<file path="config.mk">
export PLATFORM = sky130hd
export DESIGN_NAME = partition_err_profiler
export DESIGN_NICKNAME = d
export VERILOG_FILES = /design/src/rtl/partition_err_profiler.sv
export SDC_FILE = /design/constraint.sdc
export NUM_CORES = 1
export LEC_CHECK = 0
export BUFFER_PORTS_ARGS = -buffer_cell sky130_fd_sc_hd__buf_2
export CAP_MARGIN = 20
export CORE_MARGIN = 4
export CORE_UTILIZATION = 50
export CTS_CLUSTER_DIAMETER = 200
export DETAILED_ROUTE_END_ITERATION = 7
export GPL_ROUTABILITY_DRIVEN = 1
export GPL_TIMING_DRIVEN = 1
export PLACE_DENSITY = 0.77
export SETUP_SLACK_MARGIN = 0.05
export SYNTH_ARGS = -nofsm -noshare
export SYNTH_HDL_FRONTEND = slang
export SYNTH_SLANG_ARGS = --single-unit
</file>
<file path="constraint.sdc">
create_clock -name clk -period 3.06 [get_ports clk]
set_input_delay 0.153 -clock clk [delete_from_list [all_inputs] [get_ports clk]]
set_output_delay 0.153 -clock clk [all_outputs]
set_load 0.005 [all_outputs]
</file>
<file path="src/rtl/partition_err_profiler.sv">
// Error profiler for an approximate partition: sweeps all input vectors and accumulates
// error-rate, Hamming and absolute-error metrics. Optional histogram: define ERR_HIST_EN.
module partition_err_profiler #(
  parameter int NUM_IN  = 6,
  parameter int NUM_OUT = 4,
  parameter int DUT_LAT = 0,
  parameter int ACC_W   = NUM_IN + NUM_OUT
) (
  input  logic                         clk,
  input  logic                         rst,
  input  logic                         start,
  output logic                         busy,
  output logic                         done,
  output logic [NUM_IN-1:0]            pi,
  input  logic [NUM_OUT-1:0]           po_approx,
  input  logic [NUM_OUT-1:0]           po_exact,
  output logic [NUM_IN:0]              err_cnt,
  output logic [ACC_W-1:0]             ham_sum,
  output logic [ACC_W-1:0]             abs_sum,
  output logic [NUM_OUT-1:0]           max_abs
`ifdef ERR_HIST_EN
  ,
  input  logic [$clog2(NUM_OUT+1)-1:0] hist_sel,
  output logic [NUM_IN:0]              hist_cnt
`endif
);

  localparam int HW = $clog2(NUM_OUT + 1);
  localparam int CW = NUM_IN + 1;
  // Valid pipe is kept at least one bit wide so the combinational case needs no special port.
  localparam int PL = (DUT_LAT > 0) ? DUT_LAT : 1;
  localparam logic [NUM_IN-1:0] PI_LAST  = {NUM_IN{1'b1}};
  localparam logic [NUM_IN-1:0] PI_ONE   = NUM_IN'(1);
  localparam logic [PL-1:0]     LOW_MASK = {PL{1'b1}} >> 1;

  typedef enum logic [1:0] {
    ST_IDLE  = 2'd0,
    ST_SWEEP = 2'd1,
    ST_DRAIN = 2'd2,
    ST_FIN   = 2'd3
  } state_t;

  state_t               state_r;
  logic [NUM_IN-1:0]    pi_r;
  logic                 busy_r;
  logic                 done_r;
  logic [CW-1:0]        err_cnt_r;
  logic [ACC_W-1:0]     ham_sum_r;
  logic [ACC_W-1:0]     abs_sum_r;
  logic [NUM_OUT-1:0]   max_abs_r;
  logic [PL-1:0]        vld_r;

  logic [NUM_OUT-1:0]   diff_s;
  logic [NUM_OUT:0]     sub_s;
  logic [NUM_OUT-1:0]   abs_s;
  logic [HW-1:0]        ham_s;
  logic                 sample_s;
  logic                 tok_s;
  logic                 start_acc_s;
  logic                 drain_last_s;

  function automatic logic [HW-1:0] popcount(input logic [NUM_OUT-1:0] v);
    logic [HW-1:0] c;
    c = {HW{1'b0}};
    for (int i = 0; i < NUM_OUT; i++) begin
      c = c + HW'(v[i]);
    end
    return c;
  endfunction

  assign start_acc_s  = (state_r == ST_IDLE) && start;
  assign drain_last_s = ((vld_r & LOW_MASK) == {PL{1'b0}});

  // Per-sample error terms and the sample strobe.
  always_comb begin
    diff_s = po_approx ^ po_exact;
    ham_s  = popcount(diff_s);
    sub_s  = {1'b0, po_approx} - {1'b0, po_exact};
    if (sub_s[NUM_OUT]) begin
      abs_s = NUM_OUT'(-sub_s);
    end else begin
      abs_s = sub_s[NUM_OUT-1:0];
    end
    if (DUT_LAT == 0) begin
      sample_s = (state_r == ST_SWEEP);
      tok_s    = 1'b0;
    end else begin
      sample_s = vld_r[PL-1];
      tok_s    = (state_r == ST_SWEEP);
    end
  end

  // Valid token shift register matching the partition latency.
  always_ff @(posedge clk) begin
    if (rst) begin
      vld_r <= {PL{1'b0}};
    end else begin
      vld_r[0] <= tok_s;
      for (int i = 1; i < PL; i++) begin
        vld_r[i] <= vld_r[i-1];
      end
    end
  end

  // Sweep controller and metric accumulators.
  always_ff @(posedge clk) begin
    if (rst) begin
      state_r   <= ST_IDLE;
      pi_r      <= {NUM_IN{1'b0}};
      busy_r    <= 1'b0;
      done_r    <= 1'b0;
      err_cnt_r <= {CW{1'b0}};
      ham_sum_r <= {ACC_W{1'b0}};
      abs_sum_r <= {ACC_W{1'b0}};
      max_abs_r <= {NUM_OUT{1'b0}};
    end else begin
      case (state_r)
        ST_IDLE: begin
          done_r <= 1'b0;
          if (start) begin
            state_r   <= ST_SWEEP;
            pi_r      <= {NUM_IN{1'b0}};
            busy_r    <= 1'b1;
            err_cnt_r <= {CW{1'b0}};
            ham_sum_r <= {ACC_W{1'b0}};
            abs_sum_r <= {ACC_W{1'b0}};
            max_abs_r <= {NUM_OUT{1'b0}};
          end else begin
            state_r <= ST_IDLE;
          end
        end
        ST_SWEEP: begin
          if (pi_r == PI_LAST) begin
            if (DUT_LAT > 0) begin
              state_r <= ST_DRAIN;
            end else begin
              state_r <= ST_FIN;
              busy_r  <= 1'b0;
              done_r  <= 1'b1;
            end
          end else begin
            pi_r <= pi_r + PI_ONE;
          end
        end
        ST_DRAIN: begin
          // Leave once the token now at the pipe output is the only one left.
          if (drain_last_s) begin
            state_r <= ST_FIN;
            busy_r  <= 1'b0;
            done_r  <= 1'b1;
          end else begin
            state_r <= ST_DRAIN;
          end
        end
        ST_FIN: begin
          done_r  <= 1'b0;
          state_r <= ST_IDLE;
        end
        default: begin
          state_r <= ST_IDLE;
          busy_r  <= 1'b0;
          done_r  <= 1'b0;
        end
      endcase

      if (sample_s) begin
        err_cnt_r <= err_cnt_r + CW'(diff_s != {NUM_OUT{1'b0}});
        ham_sum_r <= ham_sum_r + ACC_W'(ham_s);
        abs_sum_r <= abs_sum_r + ACC_W'(abs_s);
        if (abs_s > max_abs_r) begin
          max_abs_r <= abs_s;
        end else begin
          max_abs_r <= max_abs_r;
        end
      end
    end
  end

  assign pi      = pi_r;
  assign busy    = busy_r;
  assign done    = done_r;
  assign err_cnt = err_cnt_r;
  assign ham_sum = ham_sum_r;
  assign abs_sum = abs_sum_r;
  assign max_abs = max_abs_r;

`ifdef ERR_HIST_EN
  localparam logic [HW-1:0] HMAX = HW'(NUM_OUT);

  logic [CW-1:0] hist_r [NUM_OUT+1];

  // Histogram of per-sample Hamming distance.
  always_ff @(posedge clk) begin
    if (rst || start_acc_s) begin
      for (int h = 0; h <= NUM_OUT; h++) begin
        hist_r[h] <= {CW{1'b0}};
      end
    end else if (sample_s) begin
      hist_r[ham_s] <= hist_r[ham_s] + CW'(1);
    end else begin
      for (int h = 0; h <= NUM_OUT; h++) begin
        hist_r[h] <= hist_r[h];
      end
    end
  end

  // Bin readout; out-of-range selects read as zero.
  always_comb begin
    if (hist_sel <= HMAX) begin
      hist_cnt = hist_r[hist_sel];
    end else begin
      hist_cnt = {CW{1'b0}};
    end
  end
`endif

endmodule
</file>
==> flow_summary.yaml, run 1 <==
layout:
  syn_to_final_growth_pct: 18.2
  insertedDiodeCount: 0
  layout-drive-gt1-share_pct: 20.3
  instances_no_fill: 360
  layout.nets: 346
die:
  io_pins: 50
  initial_utilization_pct: 53.3
  die_w_um: 74.5
  die_h_um: 74.5
  dieArea_mm2: 0.00554
  core_mm2: 0.00414
  rows: 23
place:
  post-place-cells: 352
  dp_hpwl_um: 3640
  gp_congestion: 0.816
  portBuffers: 49
  dp_slack_ps: 15.5
synth:
  synth_area_leader_cell: "dfxtp_1"
  synth_cell_types: 32
  synthTopCellsByArea: "dfxtp_1 (36%), ha_1 (12%), nor2_1 (6.5%)"
  yosysTopAreaCellShare_pct: 36.3
  ys_seq_area_share_pct: 36.3
  synth_common_cells: "dfxtp_1 (40), nor2_1 (38), ha_1 (21)"
  ys_async_sr_fraction_pct: 0
  synth_edf_count: 0
  syn_area_mm2: 0.00221
  synth_area_per_cell_um2: 8.69
  syn_nets: 291
  ys_ff_latch: 40
  synth_ff_type: "dfxtp_1"
  syn_inst: 254
  yosysWarnings: 0
  synth_most_common_cell: "dfxtp_1"
critical_path:
  reg2reg_from: "ham_sum[0]"
  arrival_ps: 2990
  regToRegEndpoint: "ham_sum[4]"
  cpMaxStageDelayCell: "fa_1"
  cp.required_ps: 3290
  endpoint_kind: "flip-flop"
  path_cells: "buf_2 -> inv_1 -> ha_1 -> inv_1 -> fa_1 -> a21o_1 -> a21oi_1 -> and2_1 -> xor2_1 -> buf_4 -> ha_1 -> and3_1 -> a211oi_1 -> buf_4 -> o21ai_0 -> a21oi_1"
  critPathLaunchType: "input pin"
  slowest_delay_ps: 400
  ff2ff_path_depth: 9
  worstSetupPathType: "in -> reg"
  cp_max_fo: 6
  r2r_setup_slack_ps: 600
pwr:
  power_frac_seq_pct: 38.8
  leakagePower_nw: 1.21
  p_comb_share_pct: 40.8
  p_sw_share_pct: 38.0
  internal_power_mw: 1.03
  clkPwrFrac_pct: 20.5
  p_per_area_mw_per_mm2: 638
  finalPower_mw: 1.67
  p_switching_mw: 0.633
  ir_drop_v: 0.000343
flow_run:
  cap_viol_max_count: 0
global_route:
  gr-total-overflow: 0
  track_usage_pct: 18.2
  antenna_found_initial: 0
  grt_pass1_vias: 1831
  grt_pass1_wl_um: 7870
  grt_max_degree: 16
timing:
  timing.slew.headroom_pct: 48.3
  period_needed_ps: 2760
  finClkSkew_ps: 9.46
  worst_pin_slew_ps: 775
  max_freq_mhz: 363
  setup_violations: 0
  grt_setup_unrepaired: "no"
  final.setup.worst_slack_ps: 301
  fin_crit_sh_pct: 90.2
  fin_setup_tns_ps: 0
  slew_violations: 0
  hold_viol_final: 0
worst_hold_path:
  hp-start: "rst"
  hold_path.class: "in -> reg"
  hold_path_end: "state_r[1]"
  hold_path_depth: 2
cts:
  clk_latency_ps: 290
  cts_hold_buf: 0
  cts_resized: 0
  clkTransAtPathRegs_ps: 80
  post_cts_buffers: 0
  cts_tree: "yes"
  cts.sinks: 40
  cts_buffers: 5
  clk_path_buf_depth: 2
  htree_levels: 2
  clk_root_buffer_cell: "clkbuf_8"
route:
  drt_iter0_drc: 51
  ant_nets: 0
  drt-wirelength-per-cell_um: 13.1
  drc: 0
  routed_wl_um: 4710
  via_per_inst: 5.36
  num_vias: 1928
  dr.pass1.iters: 4
outcome:
  status: "finished, final reports clean"
==> per-stage QoR <==
step / hold slack, ps / area, µm² / utilization (%)
2_1_floorplan: 222 / 2210 / -
3_3_place_gp: 483 / 2520 / 60.9
3_5_place_dp: 487 / 2520 / 60.9
4_1_cts: 203 / 2610 / 62.9
5_1_grt: 222 / 2610 / 63.0
6_report: 208 / 2610 / 63.0
==> state kept, by name, summed over array words and instances, names as in the netlist <==
register,count
abs_sum,10
busy,1
err_cnt,7
ham_sum,10
max_abs,4
pi,6
state_r,2
==> how the worst max path moves through the flow <==
| stage | from | end | cells after the start |
|---|---|---|---|
| after detailed placement | po_approx[0] | abs_sum[4] | 14 |
| after CTS | po_approx[0] | abs_sum[7] | 14 |
| after floorplan | po_approx[0] | max_abs[0] | 13 |
| after global routing | po_approx[0] | abs_sum[4] | 16 |
| final | po_approx[0] | abs_sum[4] | 16 |
| after global placement | po_approx[0] | abs_sum[4] | 14 |
==> worst max-delay path: cells and delay by family <==
family / cells / cell delay, ps
AO/OA/AOI/OAI: 5 / 880
XOR/XNOR: 1 / 280
adder cells (fa/ha/maj): 3 / 790
buffers and inverters: 5 / 540
AND/OR/NAND/NOR: 2 / 330
==> placed cells by master, fill, tap and decap left out <==
cell type	synthesis	routed
a21o_1	4	4
nand2_1	15	15
nor2b_1	2	2
buf_2	1	49
a311oi_1	1	1
xnor2_1	7	7
clkbuf_1	3	2
a211oi_1	3	3
a31oi_1	1	1
clkinv_4	0	1
inv_1	20	20
clkbuf_8	0	5
a21oi_1	19	18
a21oi_2	0	1
a22oi_1	8	8
nand4_1	8	8
mux2_2	2	2
nand3_1	9	9
xor2_1	16	16
buf_4	1	4
o21ai_0	8	8
o31ai_1	1	1
fa_1	5	5
nor3_1	1	1
nand3b_1	3	3
and3_1	2	2
o211ai_1	1	1
nor2_1	38	38
or3_1	7	7
o221ai_1	1	1
dfxtp_1	40	40
ha_1	21	21
and2_1	3	3
a31o_2	1	1
and4_1	2	2
==> kinds of logic after synthesis <==
logic type	count (synthesis)	share of synthesized area, %
buffers and inverters	25	4.48
AOI/OAI and AO/OA	48	13.4
and+or+nand+nor	90	19.3
muxes	2	1.02
adders and majority gates	26	16.4
DFF	40	36.3
xor gates and xnor gates	23	9.12
==> per-layer routing <==
metal  up-vias  track usage [%]  routed length (µm)
li1        985                -                   -
met5         -                0                   0
met4         0             7.31                  51
met1       899             22.8                2100
met2        39             30.4                2310
met3         5             3.92                 254
==> cell type report <==
type                    instances  area [µm²]
repair buffers                 53         275
well taps                      50        62.6
fillers                       390        1530
inverters                      20        75.1
clock inverters                 1        8.76
flip-flops and latches         40         801
clock buffers                   7        76.3
multi-input cells             189        1310
==> power by group through the flow <==
| stage | clock (mW) | combinational (mW) | sequential (mW) |
|---|---|---|---|
| floorplan | 0 | 0.467 | 0.654 |
| global placement | 0 | 0.653 | 0.654 |
| detailed placement | 0 | 0.670 | 0.658 |
| CTS | 0.352 | 0.675 | 0.647 |
| global route | 0.369 | 0.772 | 0.656 |
| finish | 0.341 | 0.680 | 0.646 |
(Power assumes the default switching activity.)
==> inputs of run 2 (changes only) <==
RECOVER_POWER = 25   (was default)
==> run 2 against run 1 <==
Compared with the run above: core utilization shrank 0.30 points; design area fell by 0.48%; total power about the same; fmax hardly changed; combinational power is essentially flat; die area unchanged; global-route usage unchanged; hold slack about the same; sequential cell count did not move; clock skew hardly changed; highest routed layer unchanged.
==> flow_summary.yaml, run 2 (synthesized netlist as in run 1, its figures left out) <==
outcome:
  status: "finished, final reports clean"
critical_path:
  critPathLaunchType: "input pin"
  cp.required_ps: 3290
  ff2ff_path_depth: 9
  worstSetupStartpoint: "po_approx[0]"
  reg2reg_from: "ham_sum[0]"
  worstSetupPathType: "in -> reg"
  endpoint_kind: "flip-flop"
  cp_max_fo: 6
  arrival_ps: 2990
  regToRegEndpoint: "ham_sum[4]"
  r2r_setup_slack_ps: 600
die:
  initial_utilization_pct: 53.3
  dieArea_mm2: 0.00554
  die_w_um: 74.5
  die_h_um: 74.5
  core_mm2: 0.00414
  rows: 23
  io_pins: 50
global_route:
  track_usage_pct: 18.2
  antenna_found_initial: 0
  globalRouteMet3Util_pct: 3.92
  gr-total-overflow: 0
  use_met2_pct: 30.4
  grt-busiest-layer: "met2"
  met1_usage_pct: 22.8
  grt_pass1_wl_um: 7870
  grt_max_degree: 16
  grt_pass1_vias: 1831
place:
  portBuffers: 49
  dp_hpwl_um: 3640
  gp_congestion: 0.816
  dp_slack_ps: 15.5
layout:
  n_fill_cell: 395
  seqCellArea_um2: 801
  final_common_cell: "dfxtp_1"
  layout-drive-gt1-share_pct: 17.1
  layout.nets: 346
  multi_input_area_mm2: 0.00131
  insertedDiodeCount: 0
  syn_to_final_growth_pct: 17.7
  final_cell_mix: "dfxtp_1 (40), buf_2 (39), nor2_1 (38)"
route:
  dr.pass1.iters: 4
  drc: 0
  ant_nets: 0
  drt-wirelength-per-cell_um: 13.1
  num_vias: 1925
  drt_iter0_drc: 63
  via_per_inst: 5.35
  routed_wl_um: 4720
timing:
  final.setup.worst_slack_ps: 302
  hold_viol_final: 0
  fin_crit_sh_pct: 90.1
  period_needed_ps: 2760
  timing.slew.headroom_pct: 48.4
  slew_violations: 0
  worst_pin_slew_ps: 774
  finClkSkew_ps: 8.99
  max_freq_mhz: 363
  fin_setup_tns_ps: 0
  setup_violations: 0
  whs_ps: 208
  grt_setup_unrepaired: "no"
worst_hold_path:
  hold_path.class: "in -> reg"
  hp-start: "rst"
  hold_path_depth: 2
  hold_path_end: "state_r[1]"
cts:
  post_cts_buffers: 0
  cts_tree: "yes"
  clk_root_buffer_cell: "clkbuf_8"
  cts_hold_buf: 0
  clk_path_buf_depth: 2
  clkTransAtPathRegs_ps: 80
  cts_resized: 0
  htree_levels: 2
  cts.sinks: 40
  clk_latency_ps: 290
  cts_buffers: 5
pwr:
  ir_drop_v: 0.000343
  p_per_area_mw_per_mm2: 641
  leakagePower_nw: 1.17
flow_run:
  cap_viol_max_count: 0
## run 2: critical path, cell delays in order
cell      delay [ps]
buf_2            100
inv_1             40
ha_1             150
inv_1             50
fa_1             400
a21o_1           220
a21oi_1          220
and2_1           170
xor2_1           280
buf_4            170
ha_1             240
and3_1           160
a211oi_1         210
buf_4            180
o21ai_0           80
a21oi_1          150
## run 2: area by class of cell
type	count	area share, %
Inverter	20	2.89
Timing Repair Buffer	53	10.1
Tap cell	50	2.41
Clock inverter	1	0.337
Clock buffer	7	2.94
Multi-Input combinational cell	189	50.5
Sequential cell	40	30.8
## run 2: worst max path at each step
stage                       to  slack (ps)  cells past startpoint
CTS                 abs_sum[7]         340                     14
global placement    abs_sum[4]         150                     14
detailed placement  abs_sum[4]          20                     14
global route        abs_sum[4]         110                     16
floorplan           max_abs[0]         240                     13
finish              abs_sum[4]         300                     16
## run 2: where the power goes
group	internal, mW	switching [mW]	leakage [nW]
clock network	0.163	0.179	0.0424
registers	0.586	0.0606	0.324
logic	0.285	0.394	0.800
total	1.03	0.633	1.17
## run 2: stage by stage
step	power [mW]	cells	area, µm²	util (%)
after CTS	1.67	360	2610	62.9
after global routing	1.80	360	2600	62.7
final	1.67	360	2600	62.7
after global placement	1.31	352	2520	60.9
after detailed placement	1.33	352	2520	60.9
after floorplan	1.12	254	2210	-
## run 2: layer usage
metal	part of all wire, %	up-vias
met5	0	-
met4	1.1	0
met3	5.4	5
met2	49	37
met1	45	898
li1	-	985
